<file path="config.mk">
export PLATFORM = sky130hd
export DESIGN_NAME = cop_req_buf
export DESIGN_NICKNAME = d
export VERILOG_FILES = /design/src/rtl/cop_req_buf.sv
export SDC_FILE = /design/constraint.sdc
export NUM_CORES = 1
export LEC_CHECK = 0
export CAP_MARGIN = 40
export CORE_AREA = 2 2 272 274
export DETAILED_ROUTE_END_ITERATION = 7
export DIE_AREA = 0 0 274 276
export HOLD_SLACK_MARGIN = 0.02
export PLACE_DENSITY_LB_ADDON = 0.08
export SYNTH_ARGS = -nofsm -noshare
export SYNTH_HDL_FRONTEND = slang
export SYNTH_SLANG_ARGS = --single-unit
</file>
<file path="constraint.sdc">
create_clock -name clk -period 20.5 [get_ports clk]
set_input_delay 4.1 -clock clk [delete_from_list [all_inputs] [get_ports clk]]
set_output_delay 4.1 -clock clk [all_outputs]
set_load 0.03 [all_outputs]
</file>
<file path="src/rtl/cop_req_buf.sv">
// CPU->RS request FIFO (DEPTH entries, FWFT, >=1 cycle latency) and RS->CPU 2-entry response skid (1 cycle).
// Ready outputs are decoded only from registered counts, so a full buffer refuses a push even while popping.
`ifndef COP_INST_WIDTH
`define COP_INST_WIDTH 32
`endif
`ifndef COP_REG_WIDTH
`define COP_REG_WIDTH 64
`endif

module cop_req_buf #(
    parameter int DEPTH  = 4,
    parameter int INSN_W = `COP_INST_WIDTH,
    parameter int REG_W  = `COP_REG_WIDTH,
    parameter int CNT_W  = 5
) (
    input  logic              clk,
    input  logic              rst_n,
    input  logic              cpu_tpu_req_vld_i,
    output logic              cpu_tpu_req_rdy_o,
    input  logic [INSN_W-1:0] cpu_tpu_req_insn_i,
    input  logic [REG_W-1:0]  cpu_tpu_req_rs1_data_i,
    input  logic [REG_W-1:0]  cpu_tpu_req_rs2_data_i,
    input  logic [REG_W-1:0]  cpu_tpu_req_rs3_data_i,
    output logic              rs_req_vld_o,
    input  logic              rs_req_rdy_i,
    output logic [INSN_W-1:0] rs_req_insn_o,
    output logic [REG_W-1:0]  rs_req_rs1_data_o,
    output logic [REG_W-1:0]  rs_req_rs2_data_o,
    output logic [REG_W-1:0]  rs_req_rs3_data_o,
    input  logic              rs_resp_vld_i,
    output logic              rs_resp_rdy_o,
    input  logic [REG_W-1:0]  rs_resp_data_i,
    output logic              cpu_tpu_resp_vld_o,
    input  logic              cpu_tpu_resp_rdy_i,
    output logic [REG_W-1:0]  cpu_tpu_resp_data_o,
    output logic [CNT_W-1:0]  req_occupancy_o
);
    localparam int PW = $clog2(DEPTH);

    typedef struct packed {
        logic [INSN_W-1:0] insn;
        logic [REG_W-1:0]  rs1;
        logic [REG_W-1:0]  rs2;
        logic [REG_W-1:0]  rs3;
    } req_t;

    req_t             mem_q [DEPTH];
    logic [PW-1:0]    wr_ptr_q, wr_ptr_d, rd_ptr_q, rd_ptr_d;
    logic [CNT_W-1:0] count_q, count_d;
    logic             req_push, req_pop;
    req_t             req_in, req_head;

    logic [REG_W-1:0] resp_mem_q [2];
    logic             resp_wr_q, resp_wr_d, resp_rd_q, resp_rd_d;
    logic [1:0]       resp_cnt_q, resp_cnt_d;
    logic             resp_push, resp_pop;

    assign cpu_tpu_req_rdy_o = (count_q != CNT_W'(DEPTH));
    assign rs_req_vld_o      = (count_q != '0);
    assign req_push          = cpu_tpu_req_vld_i && cpu_tpu_req_rdy_o;
    assign req_pop           = rs_req_vld_o && rs_req_rdy_i;
    assign req_in            = {cpu_tpu_req_insn_i, cpu_tpu_req_rs1_data_i,
                                cpu_tpu_req_rs2_data_i, cpu_tpu_req_rs3_data_i};
    assign req_head          = mem_q[rd_ptr_q];
    assign req_occupancy_o   = count_q;

    assign rs_req_insn_o     = rs_req_vld_o ? req_head.insn : '0;
    assign rs_req_rs1_data_o = rs_req_vld_o ? req_head.rs1  : '0;
    assign rs_req_rs2_data_o = rs_req_vld_o ? req_head.rs2  : '0;
    assign rs_req_rs3_data_o = rs_req_vld_o ? req_head.rs3  : '0;

    // Pointers wrap on an explicit compare so DEPTH need not be a power of two.
    always_comb begin
        wr_ptr_d = wr_ptr_q;
        rd_ptr_d = rd_ptr_q;
        count_d  = count_q;
        if (req_push) wr_ptr_d = (wr_ptr_q == PW'(DEPTH - 1)) ? '0 : wr_ptr_q + 1'b1;
        if (req_pop)  rd_ptr_d = (rd_ptr_q == PW'(DEPTH - 1)) ? '0 : rd_ptr_q + 1'b1;
        case ({req_push, req_pop})
            2'b10:   count_d = count_q + 1'b1;
            2'b01:   count_d = count_q - 1'b1;
            default: count_d = count_q;
        endcase
    end

    always_ff @(posedge clk) begin
        if (!rst_n) begin
            wr_ptr_q <= '0;
            rd_ptr_q <= '0;
            count_q  <= '0;
        end else begin
            wr_ptr_q <= wr_ptr_d;
            rd_ptr_q <= rd_ptr_d;
            count_q  <= count_d;
        end
    end

    always_ff @(posedge clk) begin
        if (req_push) mem_q[wr_ptr_q] <= req_in;
    end

    assign rs_resp_rdy_o       = (resp_cnt_q != 2'd2);
    assign cpu_tpu_resp_vld_o  = (resp_cnt_q != 2'd0);
    assign resp_push           = rs_resp_vld_i && rs_resp_rdy_o;
    assign resp_pop            = cpu_tpu_resp_vld_o && cpu_tpu_resp_rdy_i;
    assign cpu_tpu_resp_data_o = cpu_tpu_resp_vld_o ? resp_mem_q[resp_rd_q] : '0;

    always_comb begin
        resp_wr_d  = resp_push ? ~resp_wr_q : resp_wr_q;
        resp_rd_d  = resp_pop  ? ~resp_rd_q : resp_rd_q;
        resp_cnt_d = resp_cnt_q;
        case ({resp_push, resp_pop})
            2'b10:   resp_cnt_d = resp_cnt_q + 1'b1;
            2'b01:   resp_cnt_d = resp_cnt_q - 1'b1;
            default: resp_cnt_d = resp_cnt_q;
        endcase
    end

    always_ff @(posedge clk) begin
        if (!rst_n) begin
            resp_wr_q  <= 1'b0;
            resp_rd_q  <= 1'b0;
            resp_cnt_q <= 2'd0;
        end else begin
            resp_wr_q  <= resp_wr_d;
            resp_rd_q  <= resp_rd_d;
            resp_cnt_q <= resp_cnt_d;
        end
    end

    always_ff @(posedge clk) begin
        if (resp_push) resp_mem_q[resp_wr_q] <= rs_resp_data_i;
    end
endmodule

</file>
# Yosys cells after proc, flatten, opt, wreduce, memory -nomap -nowiden
# Memory sizes are Yosys's and may differ from the RTL's. A register that Yosys moved wholly into a read port is not among the register bits.
# Index checks and enable logic that the tools add are counted.
# totals
reg_bits	13
latchBits	0
mem_bits_rw	1024
rom_bits	0
input_bits	294
output_inout_bits	297
word_cells	49
n_memories	2
# memory_table
memory	words	width	read_ports	rd_ports_with_merged_regs	wr	line_no	rtl
mem_q	4	224	1	1	1	47	req_t mem_q [DEPTH];
resp_mem_q	2	64	1	1	1	53	logic [REG_W-1:0] resp_mem_q [2];
# classes
add_sub_neg	6
n_mul	0
n_div	0
order_cmp	0
eq_ne	8
shifts	0
muxes	17
bitwise_logic	2
n_reduce_logical	8
# ops
cell	n
64-bit two-way mux	4
32-bit two-way mux	1
5-bit case mux with 2 select lines	1
2-bit == test, second input constant	4
2-bit two-way mux	4
2-bit by 1-bit adder with 2-bit output, second input constant	3
1-bit two-way mux	6
2-bit nonzero test	3
5-bit by 1-bit adder with 5-bit output, second input constant	1
5-bit by 3-bit != test with 1-bit output, second input constant	1
5-bit nonzero test	1
5-bit by 1-bit subtractor with 5-bit output, second input constant	1
2-bit by 1-bit == test with 1-bit output, second input constant	2
1-bit logical AND	4
2-bit case mux with 2 select lines	1
2-bit != test, second input constant	1
1-bit inverter	2
2-bit by 1-bit subtractor with 2-bit output, second input constant	1

# Depth between registers and ports, before layout
# depth
word_depth	4
depth_mapped	13

# Worst setup path before layout
# OpenSTA, ideal clock, no wires.
# synth_timing
path_kind	input -> register
start	input port cpu_tpu_req_vld_i
end	memory mem_q[0][0] (netlist bit), enable pin
setup_time_ns	0.615
t_arrival_ns	9.236
slack_ns	10.649
cell_stages	1
n_path_buf	0
path_cell_list	and3_1
# synth_between
elab_chain_cells	3
# synth_lines
element	line_no	rtl
start: declaration	18	input logic cpu_tpu_req_vld_i,
1-bit logical AND	60	assign req_push = cpu_tpu_req_vld_i && cpu_tpu_req_rdy_o;
1-bit two-way mux	99	if (req_push) mem_q[wr_ptr_q] <= req_in;
1-bit two-way mux (not written as such)	99	
end: declaration	47	
# Every way passes these cells.

==> reports/qor.yml <==
status:
  status: "complete, no violations"
placed_design:
  routabilityCongestion: 0.763
  portBuffers: 590
  post-dp-hpwl_um: 53400
  dp_cells: 3282
  place_worst_setup_slack_ns: 13.10
cts:
  clock_latency_ns: 0.64
  cts_setup_buffers: 0
  cts_resized: 0
  cts_max_level: 3
  cts_tree: "built"
  clkTransAtPathRegs_ns: 0.06
  cts_made_buffers: 103
  holdBufCountCts: 0
  cts.sinks: 1040
  clockRootBuffer: "clkbuf_16"
  cts_max_path_buffers: 3
logic_synthesis:
  dominantRegCellSynth: "edfxtp_1"
  post-synth-top-area-fraction: 0.777
  syn_area_per_cell_um2: 22.0
  syn_area_um2: 39600
  syn_inst: 1796
  yosys-top-cells-area: "edfxtp_1 78%, mux4_2 13%, and2_1 3.7%"
  yosysSeqAreaShare: 0.785
  yosysWarnings: 0
  async_flop_share: 0
  ys_ff_latch: 1040
  synth_top_area_cell: "edfxtp_1"
  synth_fp_nets: 2099
  synth.distinct_cells: 36
  synth_edf_count: 1024
floorplanning:
  dieWidth_um: 274
  initial_core_util: 0.545
  die-area_um2: 75600
  die_height_um: 276
  core_area_um2: 72600
  fp-row-count: 99
  ios: 591
detailed_routing:
  vias: 19500
  drc: 0
  via_per_inst: 5.57
  routed_wl_um: 86400
  drtIter0Drc: 1199
  antenna_left: 0
  wl_per_cell_um: 24.7
  detail_route.first_pass.iterations: 5
layout:
  area_growth_pct: 26.6
  drive_above_1_share: 0.164
  fin_util: 0.690
  final_cell_mix: "1024 x edfxtp_1, 590 x clkdlybuf4s50_1, 231 x and2_1, 224 x mux4_2, 107 x clkbuf_16"
  stdcell_count: 3501
  final_nets: 2731
  mostFrequentLayoutCell: "edfxtp_1"
critical_path:
  required_ns: 16.40
  cp_max_fo: 38
  cp-end-kind: "output port"
  startpoint_type: "flop"
  arrival_ns: 3.88
  crit_type: "reg2out"
global_routing:
  grt_pass1_wl_um: 129000
  antenna_found_initial: 40
  grt_pass1_vias: 20600
  grt_max_degree: 136
  grt_use_total: 0.231
  overflow: 0
sta:
  setup_viol: 0
  fin_ws_ns: 12.52
  max_freq_ghz: 0.125
  clock_skew_ns: 0.0237
  tns_ns: 0
  timing.final.hold_violations: 0
  fin_crit_ns: 7.98
  rsz0062_at_grt: "no"
  slew_viol_final: 0
  holdWs_ns: 0.500
  worstMarginPinSlew_ns: 0.944
  timing.slew.headroom: 0.370
  period_share: 0.389
flow_run:
  cap_violations: 0
worst_hold_path:
  hp-class: "reg2reg"
pwr:
  powerDensity_nw_per_um2: 160
  ir_worst_vdd_v: 0.000133
  p_leak_nw: 16.0
==> sequential cells by signal, summed over array words and instances, names as in the netlist, named ones only <==
name and flops:
mem_q 896, rd_ptr_q 2, req_occupancy_o 5, resp_cnt_q 2, resp_mem_q 128, resp_rd_q 1
resp_wr_q 1, wr_ptr_q 2
==> path summary, 6_finish.rpt <==
path	start	to	slack, ns	cells past startpoint
max	flop	rs_req_rs3_data_o[55]	12.52	6
min	rd_ptr_q[0]$_SDFFE_PN0P_	flop	0.50	2
max reg2reg	req_occupancy_o[4]$_SDFFE_PN0P_	req_occupancy_o[4]$_SDFFE_PN0P_	17.26	11
min reg2reg	rd_ptr_q[0]$_SDFFE_PN0P_	flop	0.50	2
==> worst max-delay path, cell delays in order (launching register included) <==
cell             delay [ns]
dfxtp_4                0.71
buf_4                  0.46
buf_4                  0.55
buf_16                 0.30
mux4_2                 0.35
and2_1                 0.18
clkdlybuf4s50_1        0.66
==> routing by layer <==
metal,vias to the layer above,part of all wire,global-route usage
met1,10200,0.37,0.284
li1,8558,-,-
met5,-,0.0023,0
met3,164,0.077,0.0710
met2,548,0.51,0.380
met4,28,0.034,0.0969
==> per-stage QoR <==
stage               power [W]  area, um2
floorplan             0.00484      39600
global route          0.00833      50100
CTS                   0.00810      50000
global placement      0.00620      46400
detailed placement    0.00626      46700
finish                0.00800      50100
==> synth_stat cells, types with 3 or more instances <==
library cell and number:
a21oi_1 3, o21a_1 3, nand2_1 8, ha_1 9
a21boi_0 6, buf_2 33, and3_1 8, nand2b_1 4
nor2_1 67, buf_6 21, xnor2_1 3, dfxtp_1 16
mux2i_1 66, xor2_1 4, mux4_2 224, and2_1 231
edfxtp_1 1024, buf_1 5, clkbuf_1 35, or3_1 3
inv_1 4
==> report_power, final <==
| part | switching, W | internal (W) |
|---|---|---|
| Sequential | 0.0000895 | 0.00259 |
| Clock | 0.000755 | 0.00108 |
| Combinational | 0.00203 | 0.00145 |
==> cell families (layout without fill, tap and decap cells) <==
group	count (synthesis)	in the layout	synth area share
AOI/OAI and AO/OA	20	20	0.00348
xor gates and xnor gates	7	7	0.00155
adders and majority gates	9	9	0.00285
buffers and inverters	98	818	0.0143
DFF	1040	1040	0.785
muxes	290	290	0.144
other	0	26	0
and+or+nand+nor	332	332	0.0482
==> layout make-up <==
cell class                 count  area, um2
clock buffer                 126       2750
clock inverter                67        577
timing repair buffer         621       6440
tap                          959       1200
multi-input combinational    658       7970
inverter                       4       15.0
sequential                  1040      31100
antenna                       26       65.1
fill                        4654      22500
(Power assumes the default switching activity.)
